File: src/rtl/pe_pkg.sv
// Shared types and fixed-point helpers for the parametrised processing element.
// Helpers work on a wide signed carrier and take the target width as an argument,
// so they can serve any DATA_WIDTH up to MAX_WIDTH.
package pe_pkg;

  localparam int unsigned MAX_WIDTH = 32;

  typedef logic signed [2*MAX_WIDTH-1:0] wide_t;

  typedef enum logic [1:0] {
    IDLE     = 2'd0,
    WS_RUN   = 2'd1,
    OS_ACC   = 2'd2,
    OS_DRAIN = 2'd3
  } pe_state_e;

  typedef struct packed {
    wide_t value;
    logic  sat;
  } sat_res_t;

  // Clip x into the signed range of 'width' bits; sat reports whether it clipped.
  function automatic sat_res_t clamp(input wide_t x, input int unsigned width);
    wide_t    hi;
    wide_t    lo;
    sat_res_t r;
    hi = (wide_t'(1) <<< (width - 1)) - wide_t'(1);
    lo = -(wide_t'(1) <<< (width - 1));
    r.sat = 1'b1;
    if (x > hi) begin
      r.value = hi;
    end else if (x < lo) begin
      r.value = lo;
    end else begin
      r.value = x;
      r.sat   = 1'b0;
    end
    return r;
  endfunction

  function automatic sat_res_t sat_add(input wide_t a, input wide_t b,
                                       input int unsigned width);
    return clamp(a + b, width);
  endfunction

  // Round half up by adding 2^(frac-1), then arithmetic shift and clip.
  function automatic sat_res_t round_shift_sat(input wide_t prod, input int unsigned frac,
                                               input int unsigned width);
    wide_t rounded;
    rounded = (prod + (wide_t'(1) <<< (frac - 1))) >>> frac;
    return clamp(rounded, width);
  endfunction

endpackage

File: src/rtl/pe_param_fxp_mac_sat.sv
// Combinational saturating fixed-point multiply-accumulate.
//   a, b    : multiplicands (signed Q format, FRAC_BITS fractional bits)
//   addend  : value added to the rounded, saturated product
//   result  : add(mul(a, b), addend), saturated to DATA_WIDTH
//   sat     : either the product or the sum clipped
module fxp_mac_sat
  import pe_pkg::*;
#(
  parameter int unsigned DATA_WIDTH = 16,
  parameter int unsigned FRAC_BITS  = 8
) (
  input  logic [DATA_WIDTH-1:0] a,
  input  logic [DATA_WIDTH-1:0] b,
  input  logic [DATA_WIDTH-1:0] addend,
  output logic [DATA_WIDTH-1:0] result,
  output logic                  sat
);

  wide_t    a_x;
  wide_t    b_x;
  wide_t    c_x;
  wide_t    prod;
  sat_res_t mul_r;
  sat_res_t add_r;
  logic     unused_hi;

  always_comb begin
    a_x    = wide_t'(signed'(a));
    b_x    = wide_t'(signed'(b));
    c_x    = wide_t'(signed'(addend));
    prod   = a_x * b_x;
    mul_r  = round_shift_sat(prod, FRAC_BITS, DATA_WIDTH);
    add_r  = sat_add(mul_r.value, c_x, DATA_WIDTH);
    result = add_r.value[DATA_WIDTH-1:0];
    sat    = mul_r.sat | add_r.sat;
  end

  // Upper carrier bits are a pure sign extension after clamping.
  assign unused_hi = ^add_r.value[2*MAX_WIDTH-1:DATA_WIDTH];

endmodule

File: src/rtl/pe_param.sv
// Parametrised systolic-array processing element.
// Modes (frozen on leaving IDLE): weight-stationary with double-buffered weight,
// or output-stationary with a local accumulator drained down the psum chain.
//   clk, rst (async, active-high), pe_enabled (low = synchronous clear)
//   pe_mode_os      : 0 = WS, 1 = OS, sampled in IDLE
//   pe_sat_clr      : clears the sticky pe_sat_flag
//   pe_psum_*       : north -> south partial sum
//   pe_weight_*     : north -> south weight, pe_accept_w_* its strobe
//   pe_input_*      : west -> east activation, pe_valid_* its strobe
//   pe_switch_*     : WS weight-swap strobe
//   pe_drain_*      : OS drain strobe
//   pe_sat_flag     : sticky saturation indicator
module pe_param
  import pe_pkg::*;
#(
  parameter int unsigned DATA_WIDTH = 16,
  parameter int unsigned FRAC_BITS  = 8
) (
  input  logic                  clk,
  input  logic                  rst,
  input  logic                  pe_enabled,
  input  logic                  pe_mode_os,
  input  logic                  pe_sat_clr,
  input  logic [DATA_WIDTH-1:0] pe_psum_in,
  output logic [DATA_WIDTH-1:0] pe_psum_out,
  input  logic [DATA_WIDTH-1:0] pe_weight_in,
  output logic [DATA_WIDTH-1:0] pe_weight_out,
  input  logic                  pe_accept_w_in,
  output logic                  pe_accept_w_out,
  input  logic [DATA_WIDTH-1:0] pe_input_in,
  output logic [DATA_WIDTH-1:0] pe_input_out,
  input  logic                  pe_valid_in,
  output logic                  pe_valid_out,
  input  logic                  pe_switch_in,
  output logic                  pe_switch_out,
  input  logic                  pe_drain_in,
  output logic                  pe_drain_out,
  output logic                  pe_sat_flag
);

  pe_state_e state_q;
  pe_state_e state_d;

  logic [DATA_WIDTH-1:0] w_inactive;
  logic [DATA_WIDTH-1:0] w_active;
  logic [DATA_WIDTH-1:0] acc;
  logic [DATA_WIDTH-1:0] w_inactive_d;
  logic [DATA_WIDTH-1:0] w_active_d;
  logic [DATA_WIDTH-1:0] acc_d;
  logic [DATA_WIDTH-1:0] psum_d;
  logic [DATA_WIDTH-1:0] weight_d;
  logic [DATA_WIDTH-1:0] input_d;
  logic                  valid_d;
  logic                  switch_d;
  logic                  accept_d;
  logic                  drain_d;
  logic                  sat_d;

  logic [DATA_WIDTH-1:0] w_eff;
  logic [DATA_WIDTH-1:0] mac_b;
  logic [DATA_WIDTH-1:0] mac_c;
  logic [DATA_WIDTH-1:0] mac_result;
  logic                  mac_sat;
  logic                  mac_use;
  logic                  os_mode;

  // Shared MAC operand mux: WS uses the effective weight and psum_in; OS uses the
  // incoming weight and the accumulator (zero during a drain, so a MAC there
  // lands in the cleared accumulator).
  always_comb begin
    w_eff   = pe_switch_in ? w_inactive : w_active;
    os_mode = (state_q == OS_ACC) || (state_q == OS_DRAIN);
    mac_b   = os_mode ? pe_weight_in : w_eff;
    case (state_q)
      WS_RUN:  mac_c = pe_psum_in;
      OS_ACC:  mac_c = acc;
      default: mac_c = '0;
    endcase
    mac_use = pe_valid_in && ((state_q == WS_RUN) || (os_mode && pe_accept_w_in));
  end

  fxp_mac_sat #(
    .DATA_WIDTH(DATA_WIDTH),
    .FRAC_BITS (FRAC_BITS)
  ) u_mac (
    .a     (pe_input_in),
    .b     (mac_b),
    .addend(mac_c),
    .result(mac_result),
    .sat   (mac_sat)
  );

  // State register
  always_ff @(posedge clk or posedge rst) begin
    if (rst) begin
      state_q <= IDLE;
    end else begin
      state_q <= state_d;
    end
  end

  // Next-state logic
  always_comb begin
    state_d = state_q;
    if (!pe_enabled) begin
      state_d = IDLE;
    end else begin
      case (state_q)
        IDLE:     state_d = pe_mode_os ? OS_ACC : WS_RUN;
        WS_RUN:   state_d = WS_RUN;
        OS_ACC:   state_d = pe_drain_in ? OS_DRAIN : OS_ACC;
        OS_DRAIN: state_d = pe_drain_in ? OS_DRAIN : OS_ACC;
        default:  state_d = IDLE;
      endcase
    end
  end

  // Output / datapath next-value logic
  always_comb begin
    w_inactive_d = w_inactive;
    w_active_d   = w_active;
    acc_d        = acc;
    psum_d       = pe_psum_out;
    weight_d     = pe_weight_out;
    input_d      = pe_input_out;
    valid_d      = pe_valid_in;
    switch_d     = pe_switch_in;
    accept_d     = pe_accept_w_in;
    drain_d      = pe_drain_in;
    // A clear and a simultaneous saturation leave the flag set.
    sat_d        = (pe_sat_flag & ~pe_sat_clr) | (mac_use & mac_sat);

    if (!pe_enabled) begin
      w_inactive_d = '0;
      w_active_d   = '0;
      acc_d        = '0;
      psum_d       = '0;
      weight_d     = '0;
      input_d      = '0;
      valid_d      = 1'b0;
      switch_d     = 1'b0;
      accept_d     = 1'b0;
      drain_d      = 1'b0;
      sat_d        = 1'b0;
    end else begin
      case (state_q)
        WS_RUN: begin
          weight_d = pe_accept_w_in ? pe_weight_in : '0;
          if (pe_accept_w_in) begin
            w_inactive_d = pe_weight_in;
          end
          if (pe_switch_in) begin
            w_active_d = w_inactive;
          end
          psum_d = pe_valid_in ? mac_result : '0;
          if (pe_valid_in) begin
            input_d = pe_input_in;
          end
        end
        OS_ACC, OS_DRAIN: begin
          weight_d = pe_accept_w_in ? pe_weight_in : '0;
          if (pe_valid_in) begin
            input_d = pe_input_in;
          end
          psum_d = (state_q == OS_DRAIN) ? acc : pe_psum_in;
          acc_d  = (state_q == OS_DRAIN) ? '0 : acc;
          if (pe_valid_in && pe_accept_w_in) begin
            acc_d = mac_result;
          end
        end
        default: begin
        end
      endcase
    end
  end

  // Datapath registers
  always_ff @(posedge clk or posedge rst) begin
    if (rst) begin
      w_inactive      <= '0;
      w_active        <= '0;
      acc             <= '0;
      pe_psum_out     <= '0;
      pe_weight_out   <= '0;
      pe_input_out    <= '0;
      pe_valid_out    <= 1'b0;
      pe_switch_out   <= 1'b0;
      pe_accept_w_out <= 1'b0;
      pe_drain_out    <= 1'b0;
      pe_sat_flag     <= 1'b0;
    end else begin
      w_inactive      <= w_inactive_d;
      w_active        <= w_active_d;
      acc             <= acc_d;
      pe_psum_out     <= psum_d;
      pe_weight_out   <= weight_d;
      pe_input_out    <= input_d;
      pe_valid_out    <= valid_d;
      pe_switch_out   <= switch_d;
      pe_accept_w_out <= accept_d;
      pe_drain_out    <= drain_d;
      pe_sat_flag     <= sat_d;
    end
  end

endmodule

File: config.mk
export PLATFORM = sky130hd
export DESIGN_NAME = pe_param
export DESIGN_NICKNAME = d
export VERILOG_FILES = /design/src/rtl/pe_pkg.sv /design/src/rtl/pe_param_fxp_mac_sat.sv /design/src/rtl/pe_param.sv
export SDC_FILE = /design/constraint.sdc
export NUM_CORES = 1
export LEC_CHECK = 0
export CORE_ASPECT_RATIO = 0.75
export CORE_MARGIN = 10
export CORE_UTILIZATION = 55
export CTS_CLUSTER_DIAMETER = 60
export CTS_CLUSTER_SIZE = 8
export DETAILED_ROUTE_END_ITERATION = 12
export GPL_ROUTABILITY_DRIVEN = 0
export PLACE_DENSITY = 0.78
export SKIP_CTS_REPAIR_TIMING = 1
export SLEW_MARGIN = 20
export SYNTH_ARGS = -nofsm -noshare
export SYNTH_HDL_FRONTEND = slang
export SYNTH_SLANG_ARGS = --single-unit
File: constraint.sdc
create_clock -name clk -period 12.9 [get_ports clk]
set_clock_uncertainty 0.05 [all_clocks]
set_input_delay 1.935 -clock clk [delete_from_list [all_inputs] [get_ports clk]]
set_output_delay 1.935 -clock clk [all_outputs]
set_load 0.03 [all_outputs]
# Word level (Yosys, flattened, before mapping)
# Index checks and enable logic that the tools add are counted.
totals:
  word_cells: 84
  ff_bits: 103
  inputBits: 57
  output_inout_bits: 53
op_classes:
  bitwise_logic: 5
  magnitude_cmp: 4
  mux: 39
  n_eq_ne: 10
  reduce_logical: 11
  addsub: 2
  mul: 1
op_table:
  columns: ["operator", "count"]
  rows:
  - ["16-bit two-way mux", 22]
  - ["64-bit two-way mux", 2]
  - ["64-bit by 16-bit adder with 64-bit output", 1]
  - ["64-bit by 16-bit greater-than comparator with 1-bit output (second input constant)", 1]
  - ["64-bit by 16-bit less-than comparator with 1-bit output (second input constant)", 1]
  - ["16-bit one-hot mux with 2 select lines", 2]
  - ["56-bit by 16-bit greater-than comparator with 1-bit output (second input constant)", 1]
  - ["56-bit by 16-bit less-than comparator with 1-bit output (second input constant)", 1]
  - ["32-bit by 9-bit adder with 33-bit output (second input constant)", 1]
  - ["16-bit by 16-bit multiplier with 32-bit output", 1]
  - ["1-bit two-way mux", 10]
  - ["2-bit by 1-bit inequality test with 1-bit output (second input constant)", 3]
  - ["2-bit one-hot mux with 3 select lines", 1]
  - ["2-bit AND reduction", 3]
  - ["2-bit equality test (second input constant)", 2]
  - ["2-bit two-way mux", 2]
  - ["2-bit inequality test (second input constant)", 2]
  - ["1-bit logical AND", 3]
  - ["3-bit by 1-bit inequality test with 1-bit output (second input constant)", 1]
  - ["3-bit by 2-bit inequality test with 1-bit output (second input constant)", 1]
  - ["3-bit OR reduction", 1]
  - ["1-bit AND", 2]
  - ["2-bit by 1-bit equality test with 1-bit output (second input constant)", 1]
  - ["2-bit zero test", 1]
  - ["other kinds (4)", 6]

# Depth between registers and ports, before layout
# Gate-level depths: netlist of the first run.
depth:
  depth_word: 16
  ltp_mapped: 56
  ltp_nobuf: 53

# By module
# Synthesis of the first run repeated with hierarchy kept, for this count alone.
unflattened:
  cells_unflattened: 2031
  area_unflattened_um2: 17773.3
by_module_without_submodules:
  columns: ["module", "cells_per_inst", "n_inst", "area_each_um2", "seq_area_each_um2"]
  rows:
  - ["fxp_mac_sat", 1497, 1, 12468.2, 0.0]
  - ["pe_param", 534, 1, 5305.1, 2577.5]

# Worst setup path before layout of the first run
# No wires, ideal clock.
synth_path:
  path_kind: "input to register"
  startpoint: "in pe_switch_in"
  endpoint: "reg pe_psum_out[5]"
  setup_slack_ns: -1.263
  path_stages: 49
  required_ns: 12.761
  arrival_time_ns: 14.025
  setup_ns: 0.089
  path_buffers: 7
  path_cell_list: "buf_4 > buf_1 > mux2i_1 > a21oi_1 > clkbuf_1 > nand2_1 > fa_1 > inv_1 > fa_1 > inv_1 > fa_1 > fa_1 > fa_1 > inv_1 > fa_1 > ha_1 > clkbuf_1 > a21o_1 > [... 13 more ...] > a31o_2 > a221oi_2 > o21ai_1 > a21o_1 > a221oi_1 > o21bai_1 > fa_1 > nor4_1 > nand4_1 > nor3_1 > o21ai_0 > a211o_1 > a311oi_1 > nand4_1 > o31a_1 > buf_6 > o21a_1 > o221ai_2"
synth_between:
  elab_chain_cells: 14
  elab_cells_between_ends: 16
  cone_classes: "add/sub (2); mul (1); order compare (4); mux (9)"
synth_lines:
  columns: ["item", "line", "source"]
  rows:
  - ["start: declaration", "pe_param.sv:34", "input logic pe_switch_in,"]
  - ["16-bit two-way mux (*)", null, null]
  - ["16-bit two-way mux (*)", "pe_param.sv:73", "mac_b = os_mode ? pe_weight_in : w_eff;"]
  - ["16-bit by 16-bit multiplier with 32-bit output (*)", "pe_param_fxp_mac_sat.sv:31", "prod = a_x * b_x;"]
  - ["32-bit by 9-bit adder with 33-bit output (*)", "pe_pkg.sv:50", "rounded = (prod + (wide_t'(1) <<< (frac - 1))) >>> frac;"]
  - ["56-bit by 16-bit less-than comparator with 1-bit output", "pe_pkg.sv:32", "end else if (x < lo) begin"]
  - ["64-bit two-way mux", "pe_pkg.sv:32", null]
  - ["64-bit two-way mux (*)", "pe_pkg.sv:30", "if (x > hi) begin"]
  - ["64-bit by 16-bit adder with 64-bit output (*)", "pe_pkg.sv:43", "return clamp(a + b, width);"]
  - ["64-bit by 16-bit less-than comparator with 1-bit output", "pe_pkg.sv:32", null]
  - ["16-bit two-way mux", "pe_pkg.sv:32", null]
  - ["16-bit two-way mux (*)", "pe_pkg.sv:30", null]
  - ["16-bit two-way mux (*)", "pe_param.sv:155", "psum_d = pe_valid_in ? mac_result : '0;"]
  - ["16-bit one-hot mux with 2 select lines (*)", "pe_param.sv:146", "case (state_q)"]
  - ["16-bit two-way mux (*)", "pe_param.sv:133", "if (!pe_enabled) begin"]
  - ["end signal: assignment", "pe_param.sv:195", "pe_psum_out <= psum_d;"]
  - ["end: declaration", "pe_param.sv:25", "output logic [DATA_WIDTH-1:0] pe_psum_out,"]
# Every way passes the cells marked *; elsewhere a longest branch is shown, timed or not.
# A chain may end at the register's enable or synchronous reset.

# Final worst setup path of the first run
layout_path:
  startpoint: "in pe_switch_in"
  endpoint: "reg pe_psum_out[9]"
# Same word-level chain as after synthesis.

==> results of run 1 <==
critical path: cells and delay by family:
family,cells,cell delay [ps]
AO/OA/AOI/OAI,20,4510
adder cells (fa/ha/maj),9,4010
AND/OR/NAND/NOR,10,1670
buffers and inverters,14,1540
multiplexers,1,100
cells by family after synthesis:
logic type | count (synthesis) | share of synthesized area, %
buf+inv | 447 | 9.66
fa+ha+maj | 384 | 38.9
compound gates | 382 | 15.8
xor+xnor | 58 | 3.02
mux | 19 | 1.08
simple gates | 618 | 17.0
flops | 103 | 14.6
sequential cells by signal, indices dropped and copies added, names as in the netlist, 2 cells and up:
| name | count |
|---|---|
| acc | 16 |
| pe_input_out | 16 |
| pe_psum_out | 16 |
| pe_weight_out | 16 |
| state_q | 2 |
| w_active | 16 |
| w_inactive | 16 |
final timing paths:
check,startpoint,end,slack (ps)
setup / recovery,pe_switch_in,pe_psum_out[9]$_DFFE_PP0P_,-660
max in group asynchronous,rst,pe_weight_out[15]$_DFFE_PP0P_,9660
hold reg to reg,pe_psum_out[15]$_DFFE_PP0P_,pe_psum_out[15]$_DFFE_PP0P_,430
min in group asynchronous,rst,acc[11]$_DFFE_PP0P_,1880
setup reg to reg,state_q[1]$_DFF_PP0_,pe_psum_out[9]$_DFFE_PP0P_,-100
hold / removal,pe_psum_out[15]$_DFFE_PP0P_,pe_psum_out[15]$_DFFE_PP0P_,430
routing by layer:
layer  wire length (µm)  share of wire (%)
met1              22900                 41
met2              26800                 48
met3               5010                8.9
met4               1670                3.0
met5                 34              0.060
stage by stage:
step | worst slack [ps] | setup TNS (ps) | util (%) | hold WS (ps) | area [µm²]
finish | -665 | -18980 | 73.5 | 433 | 23100
global route | -1040 | -30890 | 73.5 | 461 | 23100
CTS | -1170 | -33630 | 69.2 | 441 | 21800
detailed placement | -1480 | -43580 | 68.2 | 420 | 21500
global placement | -1150 | -34000 | 68.2 | 416 | 21500
floorplan | 7.68 | 0 | - | 429 | 17900
synthesized netlist by cell type, types with 24 or more instances:
cell type	number	area (µm²)
a21boi_0	48	360
a21o_1	39	293
a21oi_1	66	330
a22o_1	24	210
a22oi_1	27	203
and2_1	64	400
clkbuf_1	80	300
dfrtp_1	103	2580
fa_1	276	5530
ha_1	108	1350
inv_1	349	1310
nand2_1	280	1050
nor2_1	68	255
nor2b_1	88	551
o21ai_0	32	160
xnor2_1	35	307
area by class of cell:
class                   instances  area (µm²)  share of cell area, %
multi-input cells            1462       14400                   62.2
repair buffers                453        4010                   17.3
flip-flops and latches        103        2580                   11.1
inverters                     349        1320                   5.70
well taps                     406         508                   2.20
clock buffers                  12         256                   1.11
clock inverters                 4        76.3                  0.330
==> qor.txt, run 1 <==
Status: finished with violations
Failing checks: negative setup slack
Flops & latches, synth: 103
Syn Inst Count: 2,011
Synth warn: 0
Latest clock arrival within the worst-skew pair: 370 ps
Rel. slew slack: 30.9%
Fill cells: 2,018
Top Ports: 110
Synth Area per Inst: 8.80 µm²
Root Driver: clkbuf_16
Period utilization: 105%
CP arrival: 13,800 ps
Detail Route Antenna Nets: 0
Post-synth cell types: 75
DRC: 0
Sink Count: 103
H-tree Lvls: 3
Final Slew Violations: 0
Tmin final: 13,560 ps
Die area: 39,800 µm²
Largest net degree at the start of global routing: 71
Clock transition at path regs: 70 ps
CTS buffer count: 9
Post-Route WL: 56,400 µm
Number of global-route vias before repair: 16,573
Bufs on Longest Clock Path: 2
# Max-Cap Violations: 0
Final Setup Violations: 31
Critical path peak fanout: 8
Most common cell after layout, fill and taps aside: inv_1
Die X: 227 µm
Detailed-route via count: 16,528
Top_reg_cell synth: dfrtp_1
DP HPWL: 42,300 µm
Core Region: 31,500 µm²
Post-Synthesis Cell Area: 17,700 µm²
Wirelength per Cell: 20.2 µm
N_diodes: 0
Avg Vias per Cell: 5.93
First-pass GRT wire length: 86,100 µm
Setup CP Type: input pin to flop
Seq/Total Area, Yosys: 14.6%
Inst Count DP: 2,727
Synth async-reset ratio: 100%
Hold Crit Class: flop to flop
Worst Reg-to-Reg Cells: 53
Row count: 56
Actual slew at the worst max-slew pin: 1040 ps
CP Data Required Time: 13,140 ps
I/O Buffers: 109
Total grt overflow: 0
Initial antenna violation count: 0
Count of final hold-check violations: 0
Non-filler instance count after layout: 2,789
Syn-to-layout area delta: 30.7%
Post-synth EDFFs: 0
Post-Syn Nets: 2,452
Critical path's slowest cell: fa_2
Most frequent cells in the layout: inv_1, buf_4, nand2_1
Global routing usage on met3: 5.61%
Worst setup EP type: flop
Final setup margin: -665 ps
Max incr delay on CP: 660 ps
CTS tree: done
Cell mode on critical path: buf_6
Hold Crit Depth: 2
Chip height: 175 µm
Initial Util: 56.2%
Met2 usage: 42.0%
NumNets Final: 2,819
RSZ-0062 raised after global routing: true
DRT iter0 DRCs: 1,822
Gr usage total: 26.6%
Proportion of layout cells with a drive suffix above 1: 22.9%
Achievable Freq: 0.0737 GHz
Critical Path Source Type: input pin
M1 GR Usage: 37.0%
Busiest grt layer: met2
1st-pass router iterations: 7
Power of run 1 is left out: the tool's default activity adds up to more than one toggle a clock period on the data nets, which glitch-free logic cannot reach.
==> run 2: changes to the inputs <==
==> constraint.sdc (replaced) <==
create_clock -name clk -period 12.9 [get_ports clk]
set_clock_uncertainty 0.05 [all_clocks]
set_input_delay 1.935 -clock clk [delete_from_list [all_inputs] [get_ports clk]]
set_output_delay 1.935 -clock clk [all_outputs]
set_load 0.1 [all_outputs]
==> results of run 2 <==
Final layout, timing and power as in run 1 (identical DEF).
Power of run 2 is left out for the same reason.
==> run 3: changes to the inputs <==
--- a/config.mk
+++ b/config.mk
@@ -13,6 +13,7 @@
 export DETAILED_ROUTE_END_ITERATION = 12
 export GPL_ROUTABILITY_DRIVEN = 0
 export PLACE_DENSITY = 0.78
+export SETUP_SLACK_MARGIN = 0.1
 export SKIP_CTS_REPAIR_TIMING = 1
 export SLEW_MARGIN = 20
 export SYNTH_ARGS = -nofsm -noshare
==> run 3 against run 2 <==
Compared with the run above: the run still ends with negative setup slack left; fmax grew 0.95%; cell count is 0.47% higher; non-clock buffer count up 13.
==> qor.txt, run 3 (synthesis gave the netlist of run 1 again) <==
Status: finished with violations
Failing checks: negative setup slack
Syn-to-layout area delta: 32.3%
Chip height: 175 µm
Core Region: 31,500 µm²
Cell mode on critical path: fa_1
Max incr delay on CP: 570 ps
Total grt overflow: 0
Buf+Inv Stages, Crit Path: 12
Worst Reg-to-Reg Cells: 52
HP Start: pe_weight_out[10]$_DFFE_PP0P_
Sink Count: 103
Top Ports: 110
Most common cell after layout, fill and taps aside: inv_1
Final setup margin: -537 ps
CTS buffer count: 9
CP Data Required Time: 13,140 ps
Worst setup EP type: flop
Number of global-route vias before repair: 17,032
Final Setup Violations: 31
Initial Util: 56.2%
Hold Crit Class: flop to flop
1st-pass router iterations: 6
Gr usage total: 26.4%
Rel. slew slack: 23.2%
# Max-Cap Violations: 0
NumNets Final: 2,832
FF-to-FF setup slack: 0 ps
CP arrival: 13,680 ps
Bufs on Longest Clock Path: 2
Count of final hold-check violations: 0
Crit path depth: 51
RSZ-0062 raised after global routing: true
DRC: 0
Avg Vias per Cell: 5.91
Detailed-route via count: 16,553
Die X: 227 µm
Tmin final: 13,440 ps
Latest clock arrival within the worst-skew pair: 370 ps
Worst r2r src: state_q[1]$_DFF_PP0_
DRT iter0 DRCs: 1,991
Worst R2R End: pe_psum_out[8]$_DFFE_PP0P_
First-pass GRT wire length: 86,100 µm
Critical path's slowest cell: fa_1
Setup crit start: pe_switch_in
Crit-path leading delay family: compound AO/OA/AOI/OAI gates
Post-Route WL: 56,800 µm
Initial antenna violation count: 0
N_diodes: 0
Setup crit end: pe_psum_out[8]$_DFFE_PP0P_
Row count: 56
DP HPWL: 41,800 µm
Detail Route Antenna Nets: 0
Clock transition at path regs: 80 ps
Setup CP Type: input pin to flop
H-tree Lvls: 3
Final Slew Violations: 0
Root Driver: clkbuf_16
Setup TNS: -13,270 ps
Die area: 39,800 µm²
Period utilization: 104%
Critical path peak fanout: 8
I/O Buffers: 109
Actual slew at the worst max-slew pin: 1150 ps
Proportion of layout cells with a drive suffix above 1: 24.9%
Largest net degree at the start of global routing: 77
CTS tree: done
Achievable Freq: 0.0744 GHz
Most frequent cells in the layout: inv_1, buf_4, nand2_1
Wirelength per Cell: 20.3 µm
Critical Path Source Type: input pin
run 3: cell count changes in the layout (fill, tap and decap cells not counted), moves of 5 or more:
cell and delta:
inv_1 -9, ha_4 +6, buf_4 +5, buf_12 +10, inv_2 +9, ha_1 -7
o21ai_2 +5, a21oi_1 -5, a211oi_2 +5
run 3: routing by layer:
| layer | part of all wire, % | up-vias | wire length (µm) | GRT usage, % |
|---|---|---|---|---|
| met2 | 47 | 953 | 26700 | 41.4 |
| met3 | 9.7 | 171 | 5500 | 6.36 |
| li1 | - | 7228 | - | - |
| met4 | 3.0 | 0 | 1710 | 6.07 |
| met1 | 40 | 8201 | 22900 | 36.4 |
| met5 | 0 | - | 0 | 0 |
run 3: how the worst min path moves through the flow:
stage	endpoint	slack [ps]	cells after the start
2_1_floorplan	acc[0]$_DFFE_PP0P_	430	2
3_3_place_gp	pe_psum_out[8]$_DFFE_PP0P_	430	2
4_1_cts	pe_weight_out[15]$_DFFE_PP0P_	460	1
6_report	pe_weight_out[10]$_DFFE_PP0P_	460	1
3_5_place_dp	pe_psum_out[15]$_DFFE_PP0P_	420	2
5_1_grt	pe_weight_out[3]$_DFFE_PP0P_	480	1
run 3: layout make-up:
cell class / count / area (µm²)
timing repair buffer: 466 / 4250
multi-input combinational: 1462 / 14400
tap: 406 / 508
fill: 1961 / 8060
sequential: 103 / 2580
inverter: 349 / 1320
clock buffer: 11 / 253
clock inverter: 5 / 50.0
run 3: metrics by stage:
stage	utilization (%)	instances	setup WS (ps)	hold slack (ps)	instance area [µm²]
6_report	74.4	2802	-537	459	23400
5_1_grt	74.4	2802	-887	478	23400
4_1_cts	69.5	2740	-1240	460	21900
3_5_place_dp	68.5	2724	-1570	423	21600
3_3_place_gp	68.5	2724	-1160	430	21600
2_1_floorplan	-	2011	101	429	18000
Power of run 3 is left out for the same reason.
